`config.mk`:
```
export PLATFORM = sky130hd
export DESIGN_NAME = text_vram_writer_flat
export DESIGN_NICKNAME = d
export VERILOG_FILES = /design/src/rtl/text_vram_writer_pkg.sv /design/src/rtl/text_vram_writer_if.sv /design/src/rtl/text_vram_writer_fill_seq.sv /design/src/rtl/text_vram_writer.sv /design/src/flat_wrapper.sv
export SDC_FILE = /design/constraint.sdc
export NUM_CORES = 1
export LEC_CHECK = 0
export ABC_AREA = 1
export ABC_CLOCK_PERIOD_IN_PS = 2900
export CAP_MARGIN = 5
export CORE_MARGIN = 3
export CORE_UTILIZATION = 55
export DETAILED_ROUTE_END_ITERATION = 8
export DONT_BUFFER_PORTS = 1
export PLACE_DENSITY = 0.7
export SLEW_MARGIN = 20
export SYNTH_ARGS = -nofsm -noshare
export SYNTH_HDL_FRONTEND = slang
export SYNTH_SLANG_ARGS = --single-unit
```
`constraint.sdc`:
```
create_clock -name CK_i -period 2.9 [get_ports CK_i]
set_clock_uncertainty 0.15 [all_clocks]
set_input_delay 0.58 -clock CK_i [delete_from_list [all_inputs] [get_ports CK_i]]
set_output_delay 0.58 -clock CK_i [all_outputs]
set_load 0.05 [all_outputs]
```
`src/rtl/text_vram_writer_pkg.sv`:
```
// -----------------------------------------------------------------------------
// text_vram_pkg
//  Shared definitions for the text VRAM writer: control-code constants, the
//  writer FSM state type, the default blank code and a byte classifier used
//  by the cursor decode.
// -----------------------------------------------------------------------------
package text_vram_pkg;

  localparam logic [7:0] C_CODE_BS   = 8'h08;  // backspace
  localparam logic [7:0] C_CODE_LF   = 8'h0A;  // line feed
  localparam logic [7:0] C_CODE_FF   = 8'h0C;  // form feed = clear screen
  localparam logic [7:0] C_CODE_CR   = 8'h0D;  // carriage return
  localparam logic [7:0] C_CODE_DEL  = 8'h7F;  // consumed, no effect
  localparam logic [7:0] C_BLANK_DEF = 8'h20;  // code used by all clears

  typedef enum logic [1:0] {
    ST_IDLE,
    ST_CLR_LINE,
    ST_CLR_ALL
  } state_t;

  typedef enum logic [2:0] {
    CC_PRINT,
    CC_CR,
    CC_LF,
    CC_BS,
    CC_FF,
    CC_NOP
  } code_class_t;

  // Printable: 0x20..0x7E and 0x80..0xFF. Every other code below 0x20 that is
  // not a known control, and 0x7F, is swallowed without effect.
  function automatic code_class_t classify(input logic [7:0] code);
    if (code == C_CODE_CR)                          return CC_CR;
    else if (code == C_CODE_LF)                     return CC_LF;
    else if (code == C_CODE_BS)                     return CC_BS;
    else if (code == C_CODE_FF)                     return CC_FF;
    else if (code >= 8'h20 && code != C_CODE_DEL)   return CC_PRINT;
    else                                            return CC_NOP;
  endfunction

endpackage

```
`src/rtl/text_vram_writer_if.sv`:
```
// -----------------------------------------------------------------------------
// text_vram_writer_if
//  Bundles the character byte stream (VLD/DAT/RDY) and the RAM write port
//  (WE/WAs/WDs) of the text VRAM writer.
//  master : the host side - drives the byte stream, observes ready and the
//           RAM write port.
//  slave  : the writer - consumes the byte stream, drives ready and the RAM
//           write port.
// -----------------------------------------------------------------------------
interface text_vram_writer_if #(
  parameter int C_DAT_W = 8,
  parameter int C_ADR_W = 10
);

  logic               VLD;  // input byte valid
  logic [C_DAT_W-1:0] DAT;  // input character / control code
  logic               RDY;  // byte accepted when VLD & RDY at a clock edge
  logic               WE;   // RAM write enable
  logic [C_ADR_W-1:0] WAs;  // RAM write address
  logic [C_DAT_W-1:0] WDs;  // RAM write data

  modport master (output VLD, DAT, input  RDY, WE, WAs, WDs);
  modport slave  (input  VLD, DAT, output RDY, WE, WAs, WDs);

endinterface

```
`src/rtl/text_vram_writer_fill_seq.sv`:
```
// -----------------------------------------------------------------------------
// vram_fill_seq
//  Emits a run of ascending RAM addresses, one per clock, starting at
//  i_start_adr for i_len cycles. A new start always restarts the run, even
//  while one is in progress. Out of reset it is already running a full-screen
//  run from address 0, so the screen is blanked right after reset release.
// Ports
//  clk, rst      clock, async active-high reset
//  i_start       load a new run (start address + length)
//  i_start_adr   first address of the run
//  i_len         run length in writes (>= 1)
//  o_we          a write address is presented this cycle
//  o_adr         address presented this cycle
//  o_done        the presented address is the last of the run
// -----------------------------------------------------------------------------
module vram_fill_seq #(
  parameter int C_ADR_W   = 10,
  parameter int C_RST_LEN = 1024
) (
  input  logic               clk,
  input  logic               rst,
  input  logic               i_start,
  input  logic [C_ADR_W-1:0] i_start_adr,
  input  logic [C_ADR_W:0]   i_len,
  output logic               o_we,
  output logic [C_ADR_W-1:0] o_adr,
  output logic               o_done
);

  logic               r_act;
  logic [C_ADR_W-1:0] r_adr;
  logic [C_ADR_W-1:0] r_last;
  logic [C_ADR_W-1:0] w_last;

  // Store the last address rather than a down-counter so done is one compare.
  assign w_last = i_start_adr + C_ADR_W'(i_len - 1'b1);

  // NOTE: state registers use non-blocking assignments so every register
  // samples the pre-edge values; blocking here would chain updates in order.
  always_ff @(posedge clk or posedge rst) begin
    if (rst) begin
      r_act  <= 1'b1;
      r_adr  <= '0;
      r_last <= C_ADR_W'(C_RST_LEN - 1);
    end else if (i_start) begin
      r_act  <= 1'b1;
      r_adr  <= i_start_adr;
      r_last <= w_last;
    end else if (r_act) begin
      if (r_adr == r_last) r_act <= 1'b0;
      else                 r_adr <= r_adr + C_ADR_W'(1);
    end
  end

  assign o_we   = r_act;
  assign o_adr  = r_adr;
  assign o_done = r_act && (r_adr == r_last);

endmodule

```
`src/rtl/text_vram_writer.sv`:
```
// -----------------------------------------------------------------------------
// text_vram_writer
//  Terminal-style cursor engine feeding the write port of the character VRAM.
//  Printable bytes are written at the cursor and advance it with auto-wrap;
//  CR/LF/BS/FF move the cursor or clear. Every row advance blanks the new row,
//  a clear request blanks the whole screen. All RAM outputs are registered.
// Ports
//  CK_i       clock (RAM write clock)
//  AR_i       async reset, active-high
//  CLR_i      clear-screen request (same as FF)
//  bus        slave side of text_vram_writer_if: VLD/DAT/RDY byte stream,
//             WE/WAs/WDs RAM write port
//  CUR_COL_o  cursor column
//  CUR_ROW_o  cursor row
//  BUSY_o     high while a line or screen clear runs
// -----------------------------------------------------------------------------
module text_vram_writer
  import text_vram_pkg::*;
#(
  parameter int                 C_DAT_W = 8,
  parameter int                 C_ADR_W = 10,
  parameter int                 C_COLS  = 32,
  parameter int                 C_ROWS  = 32,
  parameter logic [C_DAT_W-1:0] C_BLANK = C_DAT_W'(C_BLANK_DEF)
) (
  input  logic                      CK_i,
  input  logic                      AR_i,
  input  logic                      CLR_i,
  text_vram_writer_if.slave         bus,
  output logic [$clog2(C_COLS)-1:0] CUR_COL_o,
  output logic [$clog2(C_ROWS)-1:0] CUR_ROW_o,
  output logic                      BUSY_o
);

  localparam int C_COL_W = $clog2(C_COLS);
  localparam int C_ROW_W = $clog2(C_ROWS);
  localparam int C_CELLS = C_COLS * C_ROWS;

  localparam logic [C_COL_W-1:0] C_COL_LAST   = C_COL_W'(C_COLS - 1);
  localparam logic [C_ROW_W-1:0] C_ROW_LAST   = C_ROW_W'(C_ROWS - 1);
  localparam logic [C_ADR_W:0]   C_LINE_LEN   = (C_ADR_W+1)'(C_COLS);
  localparam logic [C_ADR_W:0]   C_SCREEN_LEN = (C_ADR_W+1)'(C_CELLS);

  if (C_CELLS > 2**C_ADR_W) begin : g_bad_geometry
    $error("text_vram_writer: C_COLS*C_ROWS does not fit in C_ADR_W address bits");
  end

  state_t             r_state,    w_state_nxt;
  logic [C_COL_W-1:0] r_col,      w_col_nxt;
  logic [C_ROW_W-1:0] r_row,      w_row_nxt;
  logic [C_ADR_W-1:0] r_cur_adr,  w_cur_adr_nxt;   // row*C_COLS+col, tracked incrementally
  logic [C_ADR_W-1:0] r_row_base, w_row_base_nxt;  // row*C_COLS, tracked incrementally
  logic               r_we,       w_we_nxt;
  logic [C_ADR_W-1:0] r_wa,       w_wa_nxt;
  logic [C_DAT_W-1:0] r_wd,       w_wd_nxt;

  logic               w_fill_start;
  logic [C_ADR_W-1:0] w_fill_adr;
  logic [C_ADR_W:0]   w_fill_len;
  logic               w_fill_we;
  logic [C_ADR_W-1:0] w_fill_cur_adr;
  logic               w_fill_done;

  logic               w_row_adv;
  logic               w_clr_all;
  code_class_t        w_cls;

  vram_fill_seq #(
    .C_ADR_W  (C_ADR_W),
    .C_RST_LEN(C_CELLS)
  ) u_fill (
    .clk        (CK_i),
    .rst        (AR_i),
    .i_start    (w_fill_start),
    .i_start_adr(w_fill_adr),
    .i_len      (w_fill_len),
    .o_we       (w_fill_we),
    .o_adr      (w_fill_cur_adr),
    .o_done     (w_fill_done)
  );

  assign w_cls = classify(bus.DAT[7:0]);

  // NOTE: every signal written below gets a default first, so no path leaves
  // one unassigned and no latch is inferred.
  always_comb begin
    w_state_nxt    = r_state;
    w_col_nxt      = r_col;
    w_row_nxt      = r_row;
    w_cur_adr_nxt  = r_cur_adr;
    w_row_base_nxt = r_row_base;
    w_we_nxt       = 1'b0;
    w_wa_nxt       = r_wa;
    w_wd_nxt       = r_wd;
    w_fill_start   = 1'b0;
    w_fill_adr     = '0;
    w_fill_len     = C_LINE_LEN;
    w_row_adv      = 1'b0;
    w_clr_all      = 1'b0;

    case (r_state)
      ST_IDLE: begin
        if (CLR_i) begin
          w_clr_all = 1'b1;  // clear wins over a byte offered in the same cycle
        end else if (bus.VLD) begin
          case (w_cls)
            CC_PRINT: begin
              w_we_nxt = 1'b1;
              w_wa_nxt = r_cur_adr;
              w_wd_nxt = bus.DAT;
              if (r_col == C_COL_LAST) begin
                w_row_adv = 1'b1;
              end else begin
                w_col_nxt     = r_col + C_COL_W'(1);
                w_cur_adr_nxt = r_cur_adr + C_ADR_W'(1);
              end
            end
            CC_CR: begin
              w_col_nxt     = '0;
              w_cur_adr_nxt = r_row_base;
            end
            CC_LF: w_row_adv = 1'b1;
            CC_BS: begin
              if (r_col != '0) begin
                w_col_nxt     = r_col - C_COL_W'(1);
                w_cur_adr_nxt = r_cur_adr - C_ADR_W'(1);
              end
            end
            CC_FF:   w_clr_all = 1'b1;
            default: ;
          endcase
        end
      end
      ST_CLR_LINE, ST_CLR_ALL: begin
        if (CLR_i) begin
          w_clr_all = 1'b1;  // restart drops the write presented this cycle
        end else begin
          w_we_nxt = w_fill_we;
          w_wa_nxt = w_fill_cur_adr;
          w_wd_nxt = C_BLANK;
          if (w_fill_done) w_state_nxt = ST_IDLE;
        end
      end
      default: w_state_nxt = ST_CLR_ALL;
    endcase

    // Row advance: cursor lands at column 0 of the next row (wrapping to the
    // top), then that row is blanked. A wrapped char's write is already in
    // w_we_nxt and lands one cycle before the first blank.
    if (w_row_adv) begin
      w_col_nxt = '0;
      if (r_row == C_ROW_LAST) begin
        w_row_nxt      = '0;
        w_row_base_nxt = '0;
      end else begin
        w_row_nxt      = r_row + C_ROW_W'(1);
        w_row_base_nxt = r_row_base + C_ADR_W'(C_COLS);
      end
      w_cur_adr_nxt = w_row_base_nxt;
      w_fill_start  = 1'b1;
      w_fill_adr    = w_row_base_nxt;
      w_fill_len    = C_LINE_LEN;
      w_state_nxt   = ST_CLR_LINE;
    end

    if (w_clr_all) begin
      w_col_nxt      = '0;
      w_row_nxt      = '0;
      w_cur_adr_nxt  = '0;
      w_row_base_nxt = '0;
      w_we_nxt       = 1'b0;
      w_fill_start   = 1'b1;
      w_fill_adr     = '0;
      w_fill_len     = C_SCREEN_LEN;
      w_state_nxt    = ST_CLR_ALL;
    end
  end

  always_ff @(posedge CK_i or posedge AR_i) begin
    if (AR_i) begin
      r_state    <= ST_CLR_ALL;
      r_col      <= '0;
      r_row      <= '0;
      r_cur_adr  <= '0;
      r_row_base <= '0;
      r_we       <= 1'b0;
      r_wa       <= '0;
      r_wd       <= '0;
    end else begin
      r_state    <= w_state_nxt;
      r_col      <= w_col_nxt;
      r_row      <= w_row_nxt;
      r_cur_adr  <= w_cur_adr_nxt;
      r_row_base <= w_row_base_nxt;
      r_we       <= w_we_nxt;
      r_wa       <= w_wa_nxt;
      r_wd       <= w_wd_nxt;
    end
  end

  assign bus.RDY   = (r_state == ST_IDLE) && !CLR_i;
  assign bus.WE    = r_we;
  assign bus.WAs   = r_wa;
  assign bus.WDs   = r_wd;
  assign CUR_COL_o = r_col;
  assign CUR_ROW_o = r_row;
  assign BUSY_o    = (r_state != ST_IDLE);

endmodule

```
`src/flat_wrapper.sv`:
```
// flat-port wrapper written by rule: the top's interface ports become plain ports
module text_vram_writer_flat import text_vram_pkg::*;
#(
  parameter int                 C_DAT_W = 8,
  parameter int                 C_ADR_W = 10,
  parameter int                 C_COLS  = 32,
  parameter int                 C_ROWS  = 32,
  parameter logic [C_DAT_W-1:0] C_BLANK = C_DAT_W'(C_BLANK_DEF)
)
  (CK_i, AR_i, CLR_i, CUR_COL_o, CUR_ROW_o, BUSY_o, bus_VLD, bus_DAT, bus_RDY, bus_WE, bus_WAs, bus_WDs);
  text_vram_writer_if #(.C_DAT_W(C_DAT_W), .C_ADR_W(C_ADR_W)) bus_i ();
  input  logic CK_i;
  input  logic AR_i;
  input  logic CLR_i;
  output logic [$clog2(C_COLS)-1:0] CUR_COL_o;
  output logic [$clog2(C_ROWS)-1:0] CUR_ROW_o;
  output logic BUSY_o;
  input wire logic [$bits(bus_i.VLD)-1:0] bus_VLD;
  input wire logic [$bits(bus_i.DAT)-1:0] bus_DAT;
  output wire logic [$bits(bus_i.RDY)-1:0] bus_RDY;
  output wire logic [$bits(bus_i.WE)-1:0] bus_WE;
  output wire logic [$bits(bus_i.WAs)-1:0] bus_WAs;
  output wire logic [$bits(bus_i.WDs)-1:0] bus_WDs;
  assign bus_i.VLD = bus_VLD;
  assign bus_i.DAT = bus_DAT;
  assign bus_RDY = bus_i.RDY;
  assign bus_WE = bus_i.WE;
  assign bus_WAs = bus_i.WAs;
  assign bus_WDs = bus_i.WDs;
  text_vram_writer #(.C_DAT_W(C_DAT_W), .C_ADR_W(C_ADR_W), .C_COLS(C_COLS), .C_ROWS(C_ROWS), .C_BLANK(C_BLANK)) u_core (.CK_i(CK_i), .AR_i(AR_i), .CLR_i(CLR_i), .bus(bus_i), .CUR_COL_o(CUR_COL_o), .CUR_ROW_o(CUR_ROW_o), .BUSY_o(BUSY_o));
endmodule
```
==> results_dict.tcl, run 1 <==
set metrics [dict create \
    crit_buf_inv 5 \
    num-fill-cells 708 \
    cts_buffer_depth 2 \
    cp_data_required_time_ns 3.05 \
    worst_slack_ns 0.153 \
    grt_max_degree 45 \
    hold_ws_ns 0.0323 \
    drv_cap 0 \
    overflow 0 \
    core_um2 7970 \
    fin_tns_setup_ns 0 \
    layout_commonest_cell "nand2_1" \
    cts_tree "done" \
    clock_power_share_pct 16.6 \
    relSlewSlack_pct 60.4 \
    syn_area_per_cell_um2 7.84 \
    synth_warnings 0 \
    finalCritPeriodShare_pct 94.7 \
    finish.net_count 655 \
    drt_iter0_drc 259 \
    numClockSinks 72 \
    dpl.hpwl_um 8950 \
    synth-edff-count 0 \
    clkTransAtPathRegs_ns 0.08 \
    finalHoldViolations 0 \
    worstSkewPairLatency_ns 0.35 \
    cts_buffers 9 \
    m1WireLength_um 5670 \
    vias 4119 \
    cts_root_buffer "clkbuf_8" \
    mostFrequentLayoutCells "127 x nand2_1, 63 x nor2_1, 61 x inv_1" \
    top_layer_used "met4" \
    grt_usage_pct 25.4 \
    ir_worst_vdd_mv 0.467 \
    h-tree-depth 3 \
    regToRegSetupSlack_ns 0.15 \
    ys_ff_latch 72 \
    ys_types 50 \
    initial_core_util_pct 58.6 \
    syn_inst 595 \
    drv_slew 0 \
    switching_share_pct 48.0 \
    grt_pass1_wl_um 19700 \
    p_leak_nw 2.58 \
    power.switching_mw 2.12 \
    die-area_um2 9630 \
    path_class "flop to flop" \
    fin_util_pct 64.9 \
    setup_violations 0 \
    die_x_um 98.1 \
    antenna_found_initial 0 \
    critical_path.max_fanout 8 \
    first_pass_iters 4 \
    crit_path_end_kind "flop" \
    wl_um 11700 \
    viasPerCell 5.68 \
    drive_above_1_share_pct 16.9 \
    rows 32 \
    wl_met3_um 578 \
    finalCriticalPeriod_ns 2.75 \
    crit_chain "inv_2 -> ha_4 -> clkinvlp_4 -> nor2_4 -> nand2_2 -> inv_4 -> nand2_8 -> nor2_8 -> inv_4 -> nor2_4 -> ha_1 -> a21oi_2 -> o21ai_0 -> inv_1 -> nand2_1 -> nand2_1 -> nand3_1 -> nand2_1" \
    place_congestion 0.906 \
    rsz0062_at_grt "no" \
    arrival_ns 2.89 \
    area_delta_synth_final_pct 10.8 \
    crit_family "simple AND/OR/NAND/NOR gates" \
    async_flop_share_pct 100 \
    seq_area_frac_synth_pct 38.9 \
    fmax_mhz 364 \
    antenna_cells 0 \
    syn_area_um2 4670 \
    wl_per_cell_um 16.2 \
    drc 0 \
    io_buffers 0 \
    p_int_mw 2.29 \
    worst_pin_slew_ns 0.593 \
    synthFlopType "dfrtp_1" \
    io_pins 43 \
    min_path_type "input port to asynchronous set/reset pin" \
    place_ws_ns 0.0402 \
    ant_nets 0 \
    path_common_cell "nand2_1" \
    seq_power_share_pct 46.5 \
    die_y_um 98.1 \
    wl_met2_um 5250 \
    outcome "complete, no violations" \
    cp_slowest_cell "dfrtp_1" \
    pwr_density_cell_nw_per_um2 854 \
    start_kind "flop" \
    cp_slowest_stage_delay_ns 0.42 \
    grt_pass1_vias 3999 \
    synth.net_count 632 \
    cts_hold_buf 0 \
    total_power_mw 4.41 \
    combPwrFrac_pct 36.8 \
]
## repair_timing
action | 4_1_cts | 5_1_grt
endpoints found under the setup margin | 0 | 3
gates resized for setup | 0 | 7
setup buffers | 0 | 0
## synth_stat cells, types with 2 or more instances
| cell | instances | share of area (%) |
|---|---|---|
| buf_6 | 4 | 0.97 |
| nand2_2 | 9 | 1.2 |
| or2_2 | 2 | 0.27 |
| xnor2_1 | 6 | 1.1 |
| o21ai_1 | 4 | 0.43 |
| ha_1 | 23 | 6.2 |
| inv_4 | 2 | 0.27 |
| nand2_1 | 129 | 10 |
| a31oi_1 | 24 | 3.2 |
| nand3_2 | 3 | 0.64 |
| nor2_1 | 65 | 5.2 |
| dfstp_2 | 12 | 6.8 |
| fa_1 | 2 | 0.86 |
| dfrtp_1 | 60 | 32 |
| o22ai_1 | 6 | 0.80 |
| o21ai_0 | 30 | 3.2 |
| buf_4 | 2 | 0.32 |
| xor2_1 | 19 | 3.6 |
| nor3_1 | 6 | 0.64 |
| inv_2 | 2 | 0.16 |
| nand3_1 | 41 | 4.4 |
| a22o_1 | 3 | 0.56 |
| nand2_4 | 4 | 0.97 |
| buf_2 | 6 | 0.64 |
| clkbuf_1 | 4 | 0.32 |
| nand4_1 | 7 | 0.94 |
| nor2_2 | 3 | 0.40 |
| nor4_1 | 3 | 0.40 |
| a21oi_1 | 26 | 2.8 |
| o211ai_1 | 4 | 0.64 |
| inv_1 | 65 | 5.2 |
## stage by stage
stage	instances	area [um2]
6_report	725	5170
5_1_grt	725	5170
4_1_cts	725	5140
3_5_place_dp	709	4960
3_3_place_gp	709	4960
2_1_floorplan	595	4730
## power groups by stage
stage,sequential [mW],combinational [mW],clock [mW]
after global placement,2.06,1.57,0
after floorplan,2.01,1.26,0
final,2.05,1.63,0.734
after detailed placement,2.07,1.61,0
after global routing,2.09,1.85,0.795
after CTS,2.05,1.61,0.743
## final cells by class
type	count	area (um2)	share of cell area, %
well taps	102	128	2.47
repair buffers	28	210	4.06
flip-flops and latches	72	1820	35.1
clock inverters	3	17.5	0.339
multi-input cells	436	2550	49.3
inverters	71	290	5.61
clock buffers	13	159	3.07
## registers in the layout, summed over array words and instances (netlist names)
name and flops:
u_core.u_fill.r_last 10, u_core.u_fill.o_adr 10, u_core.r_cur_adr 10, u_core.CUR_ROW_o 5
u_core.r_row_base 10, u_core.bus.WAs 10, u_core.CUR_COL_o 5, u_core.r_state 2
u_core.bus.WDs 8, u_core.bus.WE 1, u_core.u_fill.o_we 1
## layer usage
layer | track usage [%] | vias up
met3 | 4.79 | 18
li1 | - | 2025
met2 | 38.4 | 104
met1 | 36.7 | 1972
met4 | 8.95 | 0
met5 | 0 | -
## kinds of logic (layout without fill, tap and decap cells)
kind of cell / count (synthesis) / after routing / synth area share, %
muxes: 3 / 3 / 0.697
DFF: 72 / 72 / 38.9
and+or+nand+nor: 278 / 278 / 27.2
xor gates and xnor gates: 25 / 25 / 4.69
buffers and inverters: 87 / 115 / 8.34
AOI/OAI and AO/OA: 105 / 105 / 13.1
adders and majority gates: 25 / 25 / 7.02
## worst paths after layout
path                                              start                       to  cells past startpoint
min in group CK_i                            bus_DAT[2]        u_core.bus.WDs[2]                      2
worst max-delay path                  u_core.r_state[0]  u_core.u_fill.r_last[8]                     18
worst max register to register        u_core.r_state[0]  u_core.u_fill.r_last[8]                     18
worst min-delay path                               AR_i   u_core.u_fill.o_adr[9]                      2
max in group asynchronous                          AR_i        u_core.bus.WDs[0]                      2
worst min register to register  u_core.u_fill.r_last[6]  u_core.u_fill.r_last[6]                      2
No activity file was read; power rests on OpenSTA's default activity.
==> inputs of run 2 (changes only) <==
==> constraint.sdc (replaced) <==
create_clock -name CK_i -period 2.9 [get_ports CK_i]
set_clock_uncertainty 0.15 [all_clocks]
set_input_delay 0.87 -clock CK_i [delete_from_list [all_inputs] [get_ports CK_i]]
set_output_delay 0.87 -clock CK_i [all_outputs]
set_load 0.05 [all_outputs]
==> run 2 against run 1 <==
Against the previous run:
- die area is the same
- clock-buffer cell count shrank 4
- power grew 4.8%
- utilization grew 3.3 points
- design area grew 5.1%
- worst setup slack gained 0.091 ns
- sequential share of layout area shrank 1.7 points
- via count grew 2.9%
- highest routed layer unchanged
==> results_dict.tcl, run 2 (synthesized netlist as in run 1, its figures left out) <==
set metrics [dict create \
    antenna_cells 0 \
    antenna_found_initial 0 \
    wl_per_cell_um 16.2 \
    finalHoldViolations 0 \
    relSlewSlack_pct 57.7 \
    regToRegSetupSlack_ns 0.28 \
    p_leak_nw 2.71 \
    hold_ws_ns 0.305 \
    cts_buffers 9 \
    path_class "input port to flop" \
    drive_above_1_share_pct 20.7 \
    io_pins 43 \
    ir_worst_vdd_mv 0.370 \
    worstSkewPairLatency_ns 0.37 \
    fmax_mhz 377 \
    first_pass_iters 6 \
    crit_buf_inv 2 \
    crit_chain "nor2_1 -> clkinv_1 -> nor3_4 -> buf_12 -> ha_4 -> a21oi_1 -> nand2_1 -> nand4_1 -> o211ai_1 -> xnor2_1 -> a21oi_1 -> o22a_1" \
    num-fill-cells 682 \
    cp_slowest_cell "nor3_4" \
    cts_root_buffer "clkbuf_8" \
    io_buffers 0 \
    grt_pass1_wl_um 20400 \
    fin_util_pct 68.2 \
    setup_violations 0 \
    wl_um 12100 \
    final_cells 748 \
    grt_max_degree 73 \
    cts_buffer_depth 2 \
    mostFrequentLayoutCells "128 x nand2_1, 64 x nor2_1, 60 x dfrtp_1" \
    vias 4239 \
    viasPerCell 5.67 \
    critical_path.max_fanout 10 \
    finish.net_count 678 \
    overflow 0 \
    cts_hold_buf 0 \
    area_delta_synth_final_pct 16.5 \
    rows 32 \
    cts_tree "done" \
    grt_usage_pct 26.6 \
    post_dp_cell_area_um2 5250 \
    worst_slack_ns 0.244 \
    rsz0062_at_grt "no" \
    arrival_ns 2.76 \
    clkTransAtPathRegs_ns 0.09 \
    h-tree-depth 3 \
    die_y_um 98.1 \
    core_um2 7970 \
    die-area_um2 9630 \
    drc 0 \
    drt_iter0_drc 329 \
    ant_nets 0 \
    place_ws_ns -0.0862 \
    layout_commonest_cell "nand2_1" \
    outcome "complete, no violations" \
    r2r-end "u_core.u_fill.r_last[7]" \
    crit_path_end_kind "flop" \
    numClockSinks 72 \
    total_power_mw 4.62 \
    reg2reg_from "u_core.r_state[0]" \
    die_x_um 98.1 \
    grt_pass1_vias 4217 \
    fin_tns_setup_ns 0 \
    dp_cells 732 \
    worst_pin_slew_ns 0.634 \
    path_common_cell "a21oi_1" \
    pwr_density_cell_nw_per_um2 851 \
    finalCritPeriodShare_pct 91.6 \
    cp_slowest_stage_delay_ns 0.25 \
    cp_data_required_time_ns 3.01 \
    start_kind "input port" \
    drv_slew 0 \
    min_path_type "input port to asynchronous set/reset pin" \
    crit_family "simple AND/OR/NAND/NOR gates" \
    finalCriticalPeriod_ns 2.66 \
    place_congestion 0.983 \
    initial_core_util_pct 58.6 \
    fin_area_um2 5440 \
    r2r_cells 19 \
    dpl.hpwl_um 9240 \
    drv_cap 0 \
]
run 2: layout make-up:
type | count | area [um2] | share of cell area, %
inverter | 71 | 290 | 5.34
sequential | 72 | 1820 | 33.4
multi-input combinational | 436 | 2580 | 47.5
clock inverter | 7 | 62.6 | 1.15
timing repair buffer | 51 | 433 | 7.97
clock buffer | 9 | 124 | 2.28
tap | 102 | 128 | 2.35
run 2: worst max path at each step:
stage	to	startpoint	cells past startpoint	slack, ns
4_1_cts	u_core.u_fill.r_last[7]	u_core.CUR_ROW_o[0]	19	0.18
5_1_grt	u_core.u_fill.r_last[7]	u_core.CUR_ROW_o[1]	19	0.05
3_3_place_gp	u_core.r_cur_adr[7]	bus_DAT[1]	13	0.02
6_report	u_core.r_cur_adr[8]	bus_DAT[1]	12	0.24
3_5_place_dp	u_core.r_cur_adr[7]	bus_DAT[1]	13	-0.09
2_1_floorplan	u_core.r_cur_adr[6]	bus_DAT[7]	14	-0.18
run 2: repair_timing:
item / CTS / global route
endpoints found under the setup margin: 0 / 2
setup buffers: 0 / 0
resized for setup: 0 / 2
run 2: power by group:
group / internal (mW) / switching (mW)
clock network: 0.328 / 0.458
logic: 0.709 / 1.06
registers: 1.33 / 0.736
total: 2.37 / 2.25
run 2: routing by layer:
layer | track usage (%) | vias up | wire [um]
met5 | 0 | - | 0
met4 | 9.05 | 0 | 345
met3 | 6.50 | 31 | 892
met2 | 44.5 | 156 | 5830
met1 | 33.9 | 1985 | 5070
li1 | - | 2067 | -
